<file path="config.mk">
export PLATFORM = sky130hd
export DESIGN_NAME = id_base_agu
export DESIGN_NICKNAME = d
export VERILOG_FILES = /design/src/rtl/id_base_agu.sv
export SDC_FILE = /design/constraint.sdc
export NUM_CORES = 1
export LEC_CHECK = 0
export ABC_AREA = 0
export CAP_MARGIN = 20
export CORE_UTILIZATION = 38
export DETAILED_ROUTE_END_ITERATION = 12
export PLACE_DENSITY_LB_ADDON = 0.08
export SYNTH_ARGS = -nofsm -noshare
export SYNTH_HDL_FRONTEND = slang
export SYNTH_SLANG_ARGS = --single-unit
</file>
<file path="constraint.sdc">
create_clock -name clk_i -period 4.3 [get_ports clk_i]
set_input_delay 1.075 -clock clk_i [delete_from_list [all_inputs] [get_ports clk_i]]
set_output_delay 1.075 -clock clk_i [all_outputs]
set_load 0.01 [all_outputs]
</file>
<file path="src/rtl/id_base_agu.sv">
// ID-stage load/store address generation: base forwarding mux, offset add, load-use interlock.
// Optional misalignment flag is built only when AGU_MISALIGN_CHECK_EN is defined.
module id_base_agu (
  input  logic        clk_i,
  input  logic        rst_i,
  input  logic [1:0]  select_i,
  input  logic [31:0] ID_base_data_i,
  input  logic [31:0] EX_result_i,
  input  logic [31:0] MEM_result_i,
  input  logic [31:0] WB_result_i,
  input  logic        EX_MemRead_i,
  input  logic        MEM_MemRead_i,
  input  logic        ID_memop_i,
  input  logic [15:0] ID_offset_i,
  input  logic [1:0]  ID_size_i,
  input  logic        stall_i,
  input  logic        flush_i,
  output logic [31:0] addr_o,
  output logic [1:0]  size_o,
  output logic        valid_o,
  output logic        misalign_o,
  output logic        stall_o,
  output logic [15:0] ilock_cnt_o
);

  logic [31:0] base_sel;
  logic [31:0] sum;
  logic        ilock;
  logic        misalign_calc;

  logic [31:0] addr_reg,     addr_next;
  logic [1:0]  size_reg,     size_next;
  logic        valid_reg,    valid_next;
  logic        misalign_reg, misalign_next;
  logic [15:0] cnt_reg,      cnt_next;

  always_comb begin
    base_sel = ID_base_data_i;
    unique case (select_i)
      2'b00: base_sel = ID_base_data_i;
      2'b01: base_sel = EX_result_i;
      2'b10: base_sel = MEM_result_i;
      2'b11: base_sel = WB_result_i;
      default: base_sel = ID_base_data_i;
    endcase
  end

  assign sum = base_sel + {{16{ID_offset_i[15]}}, ID_offset_i};

  // Load data only exists in WB, so forwarding from a load in EX or MEM must wait.
  assign ilock   = ID_memop_i & (((select_i == 2'b01) & EX_MemRead_i) |
                                 ((select_i == 2'b10) & MEM_MemRead_i));
  assign stall_o = ilock | stall_i;

`ifdef AGU_MISALIGN_CHECK_EN
  assign misalign_calc = ID_memop_i & (((ID_size_i == 2'b01) & sum[0]) |
                                       ((ID_size_i == 2'b10) & (sum[1:0] != 2'b00)) |
                                       (ID_size_i == 2'b11));
`else
  assign misalign_calc = 1'b0;
`endif

  always_comb begin
    addr_next     = addr_reg;
    size_next     = size_reg;
    valid_next    = valid_reg;
    misalign_next = misalign_reg;
    if (flush_i) begin
      valid_next    = 1'b0;
      misalign_next = 1'b0;
    end else if (stall_i) begin
      valid_next    = valid_reg;
    end else if (ilock) begin
      valid_next    = 1'b0;
      misalign_next = 1'b0;
    end else begin
      addr_next     = sum;
      size_next     = ID_size_i;
      valid_next    = ID_memop_i;
      misalign_next = misalign_calc;
    end
  end

  // Counter sees interlock cycles even when a flush squashes the bubble.
  always_comb begin
    cnt_next = cnt_reg;
    if (ilock && !stall_i && (cnt_reg != 16'hFFFF))
      cnt_next = cnt_reg + 16'd1;
  end

  always_ff @(posedge clk_i) begin
    if (rst_i) begin
      addr_reg     <= 32'd0;
      size_reg     <= 2'd0;
      valid_reg    <= 1'b0;
      misalign_reg <= 1'b0;
      cnt_reg      <= 16'd0;
    end else begin
      addr_reg     <= addr_next;
      size_reg     <= size_next;
      valid_reg    <= valid_next;
      misalign_reg <= misalign_next;
      cnt_reg      <= cnt_next;
    end
  end

  assign addr_o      = addr_reg;
  assign size_o      = size_reg;
  assign valid_o     = valid_reg;
  assign misalign_o  = misalign_reg;
  assign ilock_cnt_o = cnt_reg;

endmodule

</file>
==> flow_metrics.py <==
metrics = {
    "status": {
        "status": "complete, no violations",
    },
    "drt": {
        "drt-pass1-iter-count": 4,
        "avgViaCountPerCell": 5.28,
        "via_count": 4483,
        "drt_iter0_drc": 241,
        "routed_wl_mm": 12.5,
        "wire_per_inst_um": 14.8,
        "detail-route-antenna-nets": 0,
        "drcViolationCount": 0,
    },
    "worst_setup_path": {
        "cp_num_buf_inv": 4,
        "reg2reg_slack_ns": 2.07,
        "start_kind": "primary input",
        "worst-path-max-fanout": 3,
        "rr_startpoint": "ilock_cnt_o[7]",
        "worstReg2RegEnd": "ilock_cnt_o[15]",
        "crit_required_ns": 4.51,
        "cp_top_family": "compound AO/OA/AOI/OAI gates",
        "worstPathArrival_ns": 4.24,
        "max_stage_delay_ns": 0.46,
        "critPathMostFrequentCell": "buf_4",
        "crit_path_end_kind": "flop",
        "cp_slowest_cell": "clkdlybuf4s50_1",
        "worst_r2r_path_depth": 8,
        "crit_type": "in2reg",
        "path_cells": "clkdlybuf4s50_1 > mux4_2 > ha_1 > inv_1 > fa_1 > nand2b_1 > a21o_1 > a31oi_1 > o21ai_1 > o31ai_1 > buf_4 > o41ai_2 > buf_4 > xor2_1 > o21ai_0",
    },
    "layout": {
        "nets": 899,
        "stdcell_count": 849,
        "antenna_cells": 0,
        "fillCellCount": 976,
        "area_delta_synth_final_pct": 56.5,
        "fin_area_mm2": 0.00682,
        "drive_above_1_share_pct": 10.4,
        "final_util_pct": 62.1,
    },
    "timing": {
        "setup_viol": 0,
        "slew_headroom_pct": 54.1,
        "maxSlewViolCount": 0,
        "finalCritPeriodShare_pct": 93.8,
        "setup_tns_ns": 0,
        "finalWorstSetupSlack_ns": 0.266,
        "clock_skew_ns": 0.00413,
        "holdWs_ns": 0.446,
        "grt_setup_unrepaired": "false",
        "hold_viol": 0,
        "min_period_ns": 4.03,
        "worst_pin_slew_ns": 0.686,
        "fmax_ghz": 0.248,
    },
    "place": {
        "dp_hpwl_mm": 10.5,
        "portBuffers": 206,
        "gp_congestion": 0.879,
        "dp.cells": 841,
        "preCtsSetupSlack_ns": -0.0365,
        "placed_cell_area_mm2": 0.00666,
    },
    "yosys": {
        "netlist_top_cells_count": "nand2_1, a21oi_1, dfxtp_1",
        "ys_seq_elements": 51,
        "yosysTopAreaCell": "dfxtp_1",
        "ys_types": 55,
        "yosysWarnings": 0,
        "synth_edf_count": 0,
        "yosysMostFrequentCell": "nand2_1",
        "seq_area_frac_synth_pct": 23.4,
        "syn_area_per_cell_um2": 8.70,
        "synth_nets": 692,
        "ys.flop_type": "dfxtp_1",
        "synthTopCellsByArea": "dfxtp_1, mux4_2, ha_1, nand2_1, a21oi_1",
        "synth_top_area_share_pct": 23.4,
        "syn-cell-area_mm2": 0.00436,
        "synthCells": 501,
        "async_flop_share_pct": 0,
    },
    "pwr": {
        "pwr-share-clk_pct": 24.1,
        "pwr-share-comb_pct": 45.9,
        "power.switching_uw": 551,
        "p_per_area_mw_per_mm2": 254,
        "total_power_mw": 1.73,
        "p_seq_share_pct": 30.0,
        "p_int_mw": 1.18,
        "p_sw_share_pct": 31.8,
        "irDropWorstVdd_mv": 0.170,
        "cellLeakagePower_nw": 2.63,
    },
    "die": {
        "ios": 208,
        "dieArea_mm2": 0.0119,
        "num_rows": 38,
        "die_h_um": 109,
        "fp.dieW_um": 109,
        "core-area_mm2": 0.0110,
        "start_util_pct": 39.7,
    },
    "clocking": {
        "cts_buffer_depth": 2,
        "clk_pin_slew_ns": 0.06,
        "cts_hold_buffers": 0,
        "postCtsSetupBuffers": 0,
        "clock_sinks": 51,
        "numCtsBuffers": 5,
        "cts-root-buf": "clkbuf_16",
        "cts-resized-gates": 0,
        "htree_levels": 2,
        "clock_insertion_delay_worst_skew_ns": 0.28,
        "cts_tree": "yes",
    },
    "global_routing": {
        "grtUsageTotal_pct": 21.1,
        "grt_pass1_wl_mm": 19.8,
        "grt_max_degree": 43,
        "antenna_found_initial": 0,
        "grt_pass1_vias": 4259,
        "grt.overflow.total": 0,
    },
    "worst_hold_path": {
        "worstHoldPathCells": 2,
        "hold_class": "reg2reg",
        "min-delay-start": "addr_o[22]",
        "hold-path-endpoint": "addr_o[22]",
    },
    "flow_run": {
        "maxCapViolCount": 0,
    },
}
## layout make-up
| cell class | instances | area [um^2] | share of cell area (%) |
|---|---|---|---|
| clock buffers | 7 | 153 | 2.24 |
| clock inverters | 1 | 7.51 | 0.110 |
| inverters | 8 | 30.0 | 0.440 |
| multi-input cells | 416 | 3210 | 47.0 |
| flip-flops and latches | 51 | 1020 | 15.0 |
| well taps | 140 | 175 | 2.57 |
| repair buffers | 226 | 2230 | 32.7 |
## power by group through the flow
stage / Clock (mW) / Combinational (mW) / Sequential (mW)
after floorplan: 0 / 0.447 / 0.542
after global placement: 0 / 0.789 / 0.530
after detailed placement: 0 / 0.796 / 0.531
after CTS: 0.423 / 0.800 / 0.521
after global routing: 0.446 / 0.872 / 0.525
final: 0.417 / 0.796 / 0.520
## worst max-delay path by stage
stage | start | end | slack (ns) | cells past startpoint
global placement | select_i[1] | addr_o[26] | 0.11 | 14
global route | select_i[1] | addr_o[26] | 0.04 | 14
finish | ID_base_data_i[0] | addr_o[26] | 0.27 | 15
floorplan | select_i[1] | addr_o[25] | 0.03 | 12
CTS | select_i[1] | addr_o[26] | 0.25 | 14
detailed placement | select_i[1] | addr_o[26] | -0.04 | 14
## kinds of logic (layout without fill, tap and decap cells)
kind of cell / count (synthesis) / count (layout) / synth area share [%]
AND/OR/NAND/NOR: 164 / 164 / 17.1
AO/OA/AOI/OAI: 141 / 141 / 20.8
flip-flops: 51 / 51 / 23.4
XOR/XNOR: 41 / 41 / 8.24
adder cells (fa/ha/maj): 36 / 36 / 10.5
buffers and inverters: 34 / 242 / 3.07
multiplexers: 33 / 33 / 16.8
other: 1 / 1 / 0.0861
## worst reg2reg max path: cells and delay by family, from the launching register on
family	cells	cell delay, ns
AND/OR/NAND/NOR	6	1.08
AO/OA/AOI/OAI	1	0.44
flip-flops	1	0.41
XOR/XNOR	1	0.16
## metal layers
metal / vias up / GRT usage, % / part of all wire [%] / wire [um]
li1: 2266 / - / - / -
met1: 2060 / 26.7 / 42 / 5260
met2: 146 / 38.0 / 50 / 6290
met3: 11 / 1.85 / 6.5 / 813
met4: 0 / 5.69 / 1.4 / 176
met5: - / 0 / 0 / 0
## flip-flops by register name, summed over array words and instances, names as in the netlist
name         flops
ilock_cnt_o     16
valid_o          1
size_o           2
addr_o          32
## cell usage in the layout (no fill, tap or decap), drive strengths merged, types with 6 or more instances in the layout
master / n
clkbuf: 7
nand3: 13
nand2b: 6
dfxtp: 51
xnor2: 20
a31oi: 6
xor2: 21
clkdlybuf4s50: 204
a211oi: 8
a21oi: 52
inv: 8
mux4: 32
nand4: 12
buf: 22
o21ai: 28
a21o: 18
nand2: 72
nor2: 38
ha: 35
No activity file was read; power rests on OpenSTA's default activity.
==> RTL edit 1: new RTL, same settings <==
Reset style: asynchronous (`rst_i`), changed in one clocked block.
--- a/src/rtl/id_base_agu.sv
+++ b/src/rtl/id_base_agu.sv
@@ -88,7 +88,7 @@
       cnt_next = cnt_reg + 16'd1;
   end
 
-  always_ff @(posedge clk_i) begin
+  always_ff @(posedge clk_i or posedge rst_i) begin
     if (rst_i) begin
       addr_reg     <= 32'd0;
       size_reg     <= 2'd0;
Formal check against the unedited RTL: differs if rst_i is asserted again (counterexample within 4 cycles, from zero or initial values and one cycle with rst_i high); with rst_i held inactive, the same outputs for 10 cycles.
==> RTL edit 1 against the original RTL <==
- first-iteration DRC count is 16% lower
- worst setup slack worse by 0.079 ns
- core utilization is 0.57 points higher
- routed wire length increased by 15%
- worst hold slack better by 0.035 ns
- final area is 10% higher
- power increased by 28%
- area after synthesis is 7.4% higher
- sequential cell count stayed put
- non-clock buffer count rose by 52
- clock power up 2%
- register-to-register slack improved by 0.18 ns
- critical path type unchanged
==> RTL edit 1: results (changes against the original RTL) <==
[min_path]
hold_path.startpoint = addr_o[19]$_DFFE_PP0P_

[pwr]
total_net_switching_power_uw = 773  ; +40%
leakage_uw = 0.00326  ; +24%
power.ir.vdd_worst_uv = 183  ; +7.7%

[drt]
wire_per_inst_um = 15.7  ; +6.6%
routed-via-count = 4952  ; +10%
avgViaCountPerCell = 5.41  ; +2.4%
drt_pre_antenna_iters = 5  ; +1
detail_route.iter0.violations = 203  ; -16%

[cts]
clock_latency_ns = 0.30  ; +0.02 ns
postCtsSetupRepairBufs = 0  ; unchanged

[critical_path]
worst-path-max-fanout = 4  ; +1
cp_slowest_stage_delay_ns = 0.57  ; +0.11 ns
setup_slack_of_the_most_critical_reg_to_reg_path_ns = 2.25  ; +0.18 ns
worstReg2RegStart = ilock_cnt_o[4]$_DFFE_PP0P_
crit_path_start = select_i[0]
arrival_ns = 4.30  ; +0.06 ns

[placed_design]
dp_worst_setup_slack_ns = -0.155  ; -0.119 ns
gp_routability_congestion = 0.925  ; +5.3%
placed_cells = 908  ; +8.0%
placed_cell_area_um2 = 7370  ; +11%

[finish]
layout-drive-gt1-share = 0.157  ; +0.0530
nNetsFinal = 959  ; +6.7%

[global_routing]
grt_max_degree = 31  ; -28%
grt_pass1_vias = 4870  ; +14%
grtUsageTotal = 0.225  ; +0.0139
grt_first_pass_wirelength_um = 23000  ; +16%

[synthesis]
ys_async_sr_fraction = 1.00  ; +1.00
ys.flop_type = sky130_fd_sc_hd__dfrtp_1
post_synth_most_frequent_cells = sky130_fd_sc_hd__nand2_1 (70), sky130_fd_sc_hd__dfrtp_1 (51), sky130_fd_sc_hd__a21oi_1 (35), sky130_fd_sc_hd__ha_1 (35), sky130_fd_sc_hd__o21ai_0 (35)
post_synth_num_cell_types = 56  ; +1.8%
synth_fp_nets = 703  ; +1.6%
postSynthCellCount = 512  ; +2.2%
seq_area_frac_synth = 0.273  ; +0.0384

[timing]
fmax_mhz = 243  ; -1.9%

[outcome]
status = completed

## RTL edit 1: changes by cell type after synthesis, moves of 7 or more
cell | unedited run | this run
sky130_fd_sc_hd__nor3_1 | 3 | 11
sky130_fd_sc_hd__dfrtp_1 | 0 | 51
sky130_fd_sc_hd__o21ai_0 | 18 | 35
sky130_fd_sc_hd__and3_1 | 3 | 10
sky130_fd_sc_hd__dfxtp_1 | 51 | 0
sky130_fd_sc_hd__inv_1 | 8 | 21
sky130_fd_sc_hd__nor2_1 | 38 | 30
sky130_fd_sc_hd__o211ai_1 | 2 | 9
sky130_fd_sc_hd__o21ai_1 | 9 | 2
sky130_fd_sc_hd__a21oi_1 | 51 | 35
## RTL edit 1: final cells by class
| type | instances | area (um2) |
|---|---|---|
| well taps | 147 | 184 |
| repair buffers | 278 | 2630 |
| multi-input cells | 411 | 3210 |
| clock inverters | 3 | 27.5 |
| flip-flops and latches | 51 | 1280 |
| inverters | 21 | 78.8 |
| clock buffers | 5 | 125 |
| fillers | 1061 | 4490 |
## RTL edit 1: worst paths after layout
path | cells past startpoint | end
worst max-delay path | 12 | addr_o[24]$_DFFE_PP0P_
worst min-delay path | 2 | addr_o[19]$_DFFE_PP0P_
worst max register to register | 7 | ilock_cnt_o[15]$_DFFE_PP0P_
worst min register to register | 2 | addr_o[19]$_DFFE_PP0P_
max in group asynchronous | 3 | addr_o[4]$_DFFE_PP0P_
min in group asynchronous | 2 | addr_o[2]$_DFFE_PP0P_
## RTL edit 1: cell families (layout without fill, tap and decap cells)
group / count (synthesis) / after routing / share of synthesized area
flops: 51 / 51 / 0.273
mux: 38 / 38 / 0.167
xor+xnor: 32 / 32 / 0.0599
buf+inv: 50 / 307 / 0.0430
simple gates: 164 / 164 / 0.163
compound gates: 140 / 140 / 0.196
fa+ha+maj: 36 / 36 / 0.0979
other cells: 1 / 1 / 0.000801
## RTL edit 1: layer usage
metal  share of wire  vias up  track usage
li1                -     2430            -
met1            0.44     2342        0.298
met2            0.49      169        0.393
met3           0.055       11       0.0305
met4           0.012        0       0.0447
met5               0        -            0
## RTL edit 1: tightest hold or removal path: stages (launching register included)
cell                      delay, ns
sky130_fd_sc_hd__dfrtp_1       0.35
sky130_fd_sc_hd__nand2_1       0.04
sky130_fd_sc_hd__o21ai_0       0.06
## RTL edit 1: power by group through the flow
stage / clock, uW / sequential [uW] / combinational (uW)
detailed placement: 0 / 674 / 1140
global route: 450 / 679 / 1240
floorplan: 0 / 709 / 482
CTS: 439 / 665 / 1140
finish: 426 / 662 / 1140
global placement: 0 / 668 / 1120
==> RTL edit 2: new RTL, config.mk and constraints unchanged <==
Made on the original files. Build with the macro `AGU_MISALIGN_CHECK_EN` defined.
--- a/src/rtl/id_base_agu.sv
+++ b/src/rtl/id_base_agu.sv
@@ -1,5 +1,7 @@
 // ID-stage load/store address generation: base forwarding mux, offset add, load-use interlock.
 // Optional misalignment flag is built only when AGU_MISALIGN_CHECK_EN is defined.
+`define AGU_MISALIGN_CHECK_EN
+
 module id_base_agu (
   input  logic        clk_i,
   input  logic        rst_i,
Formal check against the unedited RTL: not equivalent (a bounded check fails within 4 cycles, from zero or initial values and one cycle with rst_i high).
==> RTL edit 2 against the original RTL <==
- worst setup slack worse by 0.069 ns
- highest routed layer unchanged
- final area is 1.3% higher
- critical path type unchanged
- non-clock buffer count is 2 higher
- power is 0.30% higher
- routed wire length is 7.9% higher
- largest cell class unchanged
- die area is 1.9% higher
- largest power group unchanged
- register-to-register slack better by 0.09 ns
- sequential cell count is 1 higher
- area after synthesis is 2.0% higher
==> RTL edit 2: results (changes against the original RTL) <==
[drt]
topRoutingLayerUsed = met4
routed-via-count = 4765  ; +6.3%
detail_route.iter0.violations = 209  ; -13%
routed-wl-met3_um = 784  ; -3.6%
wirelength_met1_um = 6090  ; +16%
wl_um = 13500  ; +7.9%
met2WireLength_um = 6450  ; +2.6%

[pwr]
internal-power_uw = 1180  ; -0.44%
clock_power_share = 0.232  ; -0.009
combinationalPowerShare = 0.464  ; +0.005
leakage_uw = 0.00261  ; -0.86%
comb-power_uw = 807  ; +1%
power.ir.vdd_worst_uv = 197  ; +16%

[synthesis]
synth_fp_nets = 712  ; +2.9%
post_synth_most_frequent_cells = sky130_fd_sc_hd__nand2_1 (83), sky130_fd_sc_hd__a21oi_1 (64), sky130_fd_sc_hd__dfxtp_1 (52)
synth.top_cells.by_area = sky130_fd_sc_hd__dfxtp_1 (23%), sky130_fd_sc_hd__mux4_2 (16%), sky130_fd_sc_hd__ha_1 (9.9%)
seq_area_frac_synth = 0.234  ; about the same
ys_async_sr_fraction = 0  ; unchanged
ys.flop_type = sky130_fd_sc_hd__dfxtp_1
post_synth_num_cell_types = 51  ; -7.3%

[critical_path]
cp_slowest_stage_delay_ns = 0.46  ; about the same
worst-path-max-fanout = 4  ; +1
critPathSlowestCell = sky130_fd_sc_hd__mux4_2
worstReg2RegStart = ilock_cnt_o[3]$_SDFFE_PP0P_
reg2reg_depth = 8  ; unchanged
arrival_ns = 4.23  ; about the same
crit_path_start = WB_result_i[0]
setup_slack_of_the_most_critical_reg_to_reg_path_ns = 2.16  ; +0.09 ns
worst_r2r_endpoint = ilock_cnt_o[6]$_SDFFE_PP0P_

[global_routing]
grtUsageTotal = 0.218  ; +0.00710
number_of_antenna_violations_at_the_first_check_in_global_routing = 0  ; unchanged
grt_max_degree = 49  ; +14%
grt_first_pass_wirelength_um = 20800  ; +5.1%
groute.layer.met2.usage = 0.377  ; -0.00282
grt_met3_usage = 0.0229  ; +0.00440
globalRouteMet1Util = 0.289  ; +0.0220
grt_pass1_vias = 4440  ; +4.2%
grt_remaining_overflow = 0  ; unchanged

[placed_design]
hpwlAfterDp_um = 11400  ; +8.5%
gp_routability_congestion = 0.916  ; +4.3%
port-buffer-count = 207  ; +0.49%

[finish]
layout-drive-gt1-share = 0.0996  ; -0.00478
nNetsFinal = 923  ; +2.7%

[min_path]
hold_end = addr_o[4]$_SDFFE_PP0P_
hold_path.startpoint = addr_o[4]$_SDFFE_PP0P_

[cts]
cts_htree_levels = 2  ; unchanged
cts_buffer_count = 5  ; unchanged

[timing]
number_of_setup_violations_in_the_final_report = 0  ; unchanged
worst_pin_slew_ns = 0.917  ; +0.231 ns
final.setup_skew_ns = 0.00606  ; +0.00193 ns

[outcome]
status = completed

## RTL edit 2: how the worst max path moves through the flow
| stage | to | cells after the start |
|---|---|---|
| 2_1_floorplan | addr_o[22]$_SDFFE_PP0P_ | 13 |
| 3_3_place_gp | addr_o[22]$_SDFFE_PP0P_ | 12 |
| 3_5_place_dp | addr_o[22]$_SDFFE_PP0P_ | 12 |
| 4_1_cts | addr_o[22]$_SDFFE_PP0P_ | 12 |
| 5_1_grt | addr_o[22]$_SDFFE_PP0P_ | 12 |
| 6_report | addr_o[22]$_SDFFE_PP0P_ | 12 |
## RTL edit 2: cells by family after synthesis
logic type,after synthesis,synth area share
fa+ha+maj,36,0.103
xor+xnor,40,0.0789
flops,52,0.234
buf+inv,32,0.0293
compound gates,144,0.194
mux,32,0.162
simple gates,185,0.198
## RTL edit 2: worst max-delay path, delay by kind of cell
family	cells	cell delay, ns
muxes	1	0.46
xor gates and xnor gates	1	0.17
AOI/OAI and AO/OA	6	1.42
buffers and inverters	1	0.39
and+or+nand+nor	1	0.07
adders and majority gates	2	0.65
## RTL edit 2: layout make-up
| cell class | count | area (um2) |
|---|---|---|
| Inverter | 8 | 30.0 |
| Clock inverter | 2 | 15.0 |
| Sequential cell | 52 | 1040 |
| Fill cell | 1045 | 4510 |
| Tap cell | 143 | 179 |
| Multi-Input combinational cell | 437 | 3270 |
| Timing Repair Buffer | 228 | 2230 |
| Clock buffer | 6 | 139 |
## RTL edit 2: through the flow
step / setup WS [ns] / std cells / hold WS (ns) / area, um2
floorplan: 0.0416 / 521 / 0.476 / 4440
global placement: -0.0322 / 868 / 0.439 / 6750
detailed placement: -0.0871 / 868 / 0.444 / 6750
CTS: 0.213 / 876 / 0.454 / 6910
global route: 0.0724 / 876 / 0.474 / 6910
finish: 0.197 / 876 / 0.452 / 6910
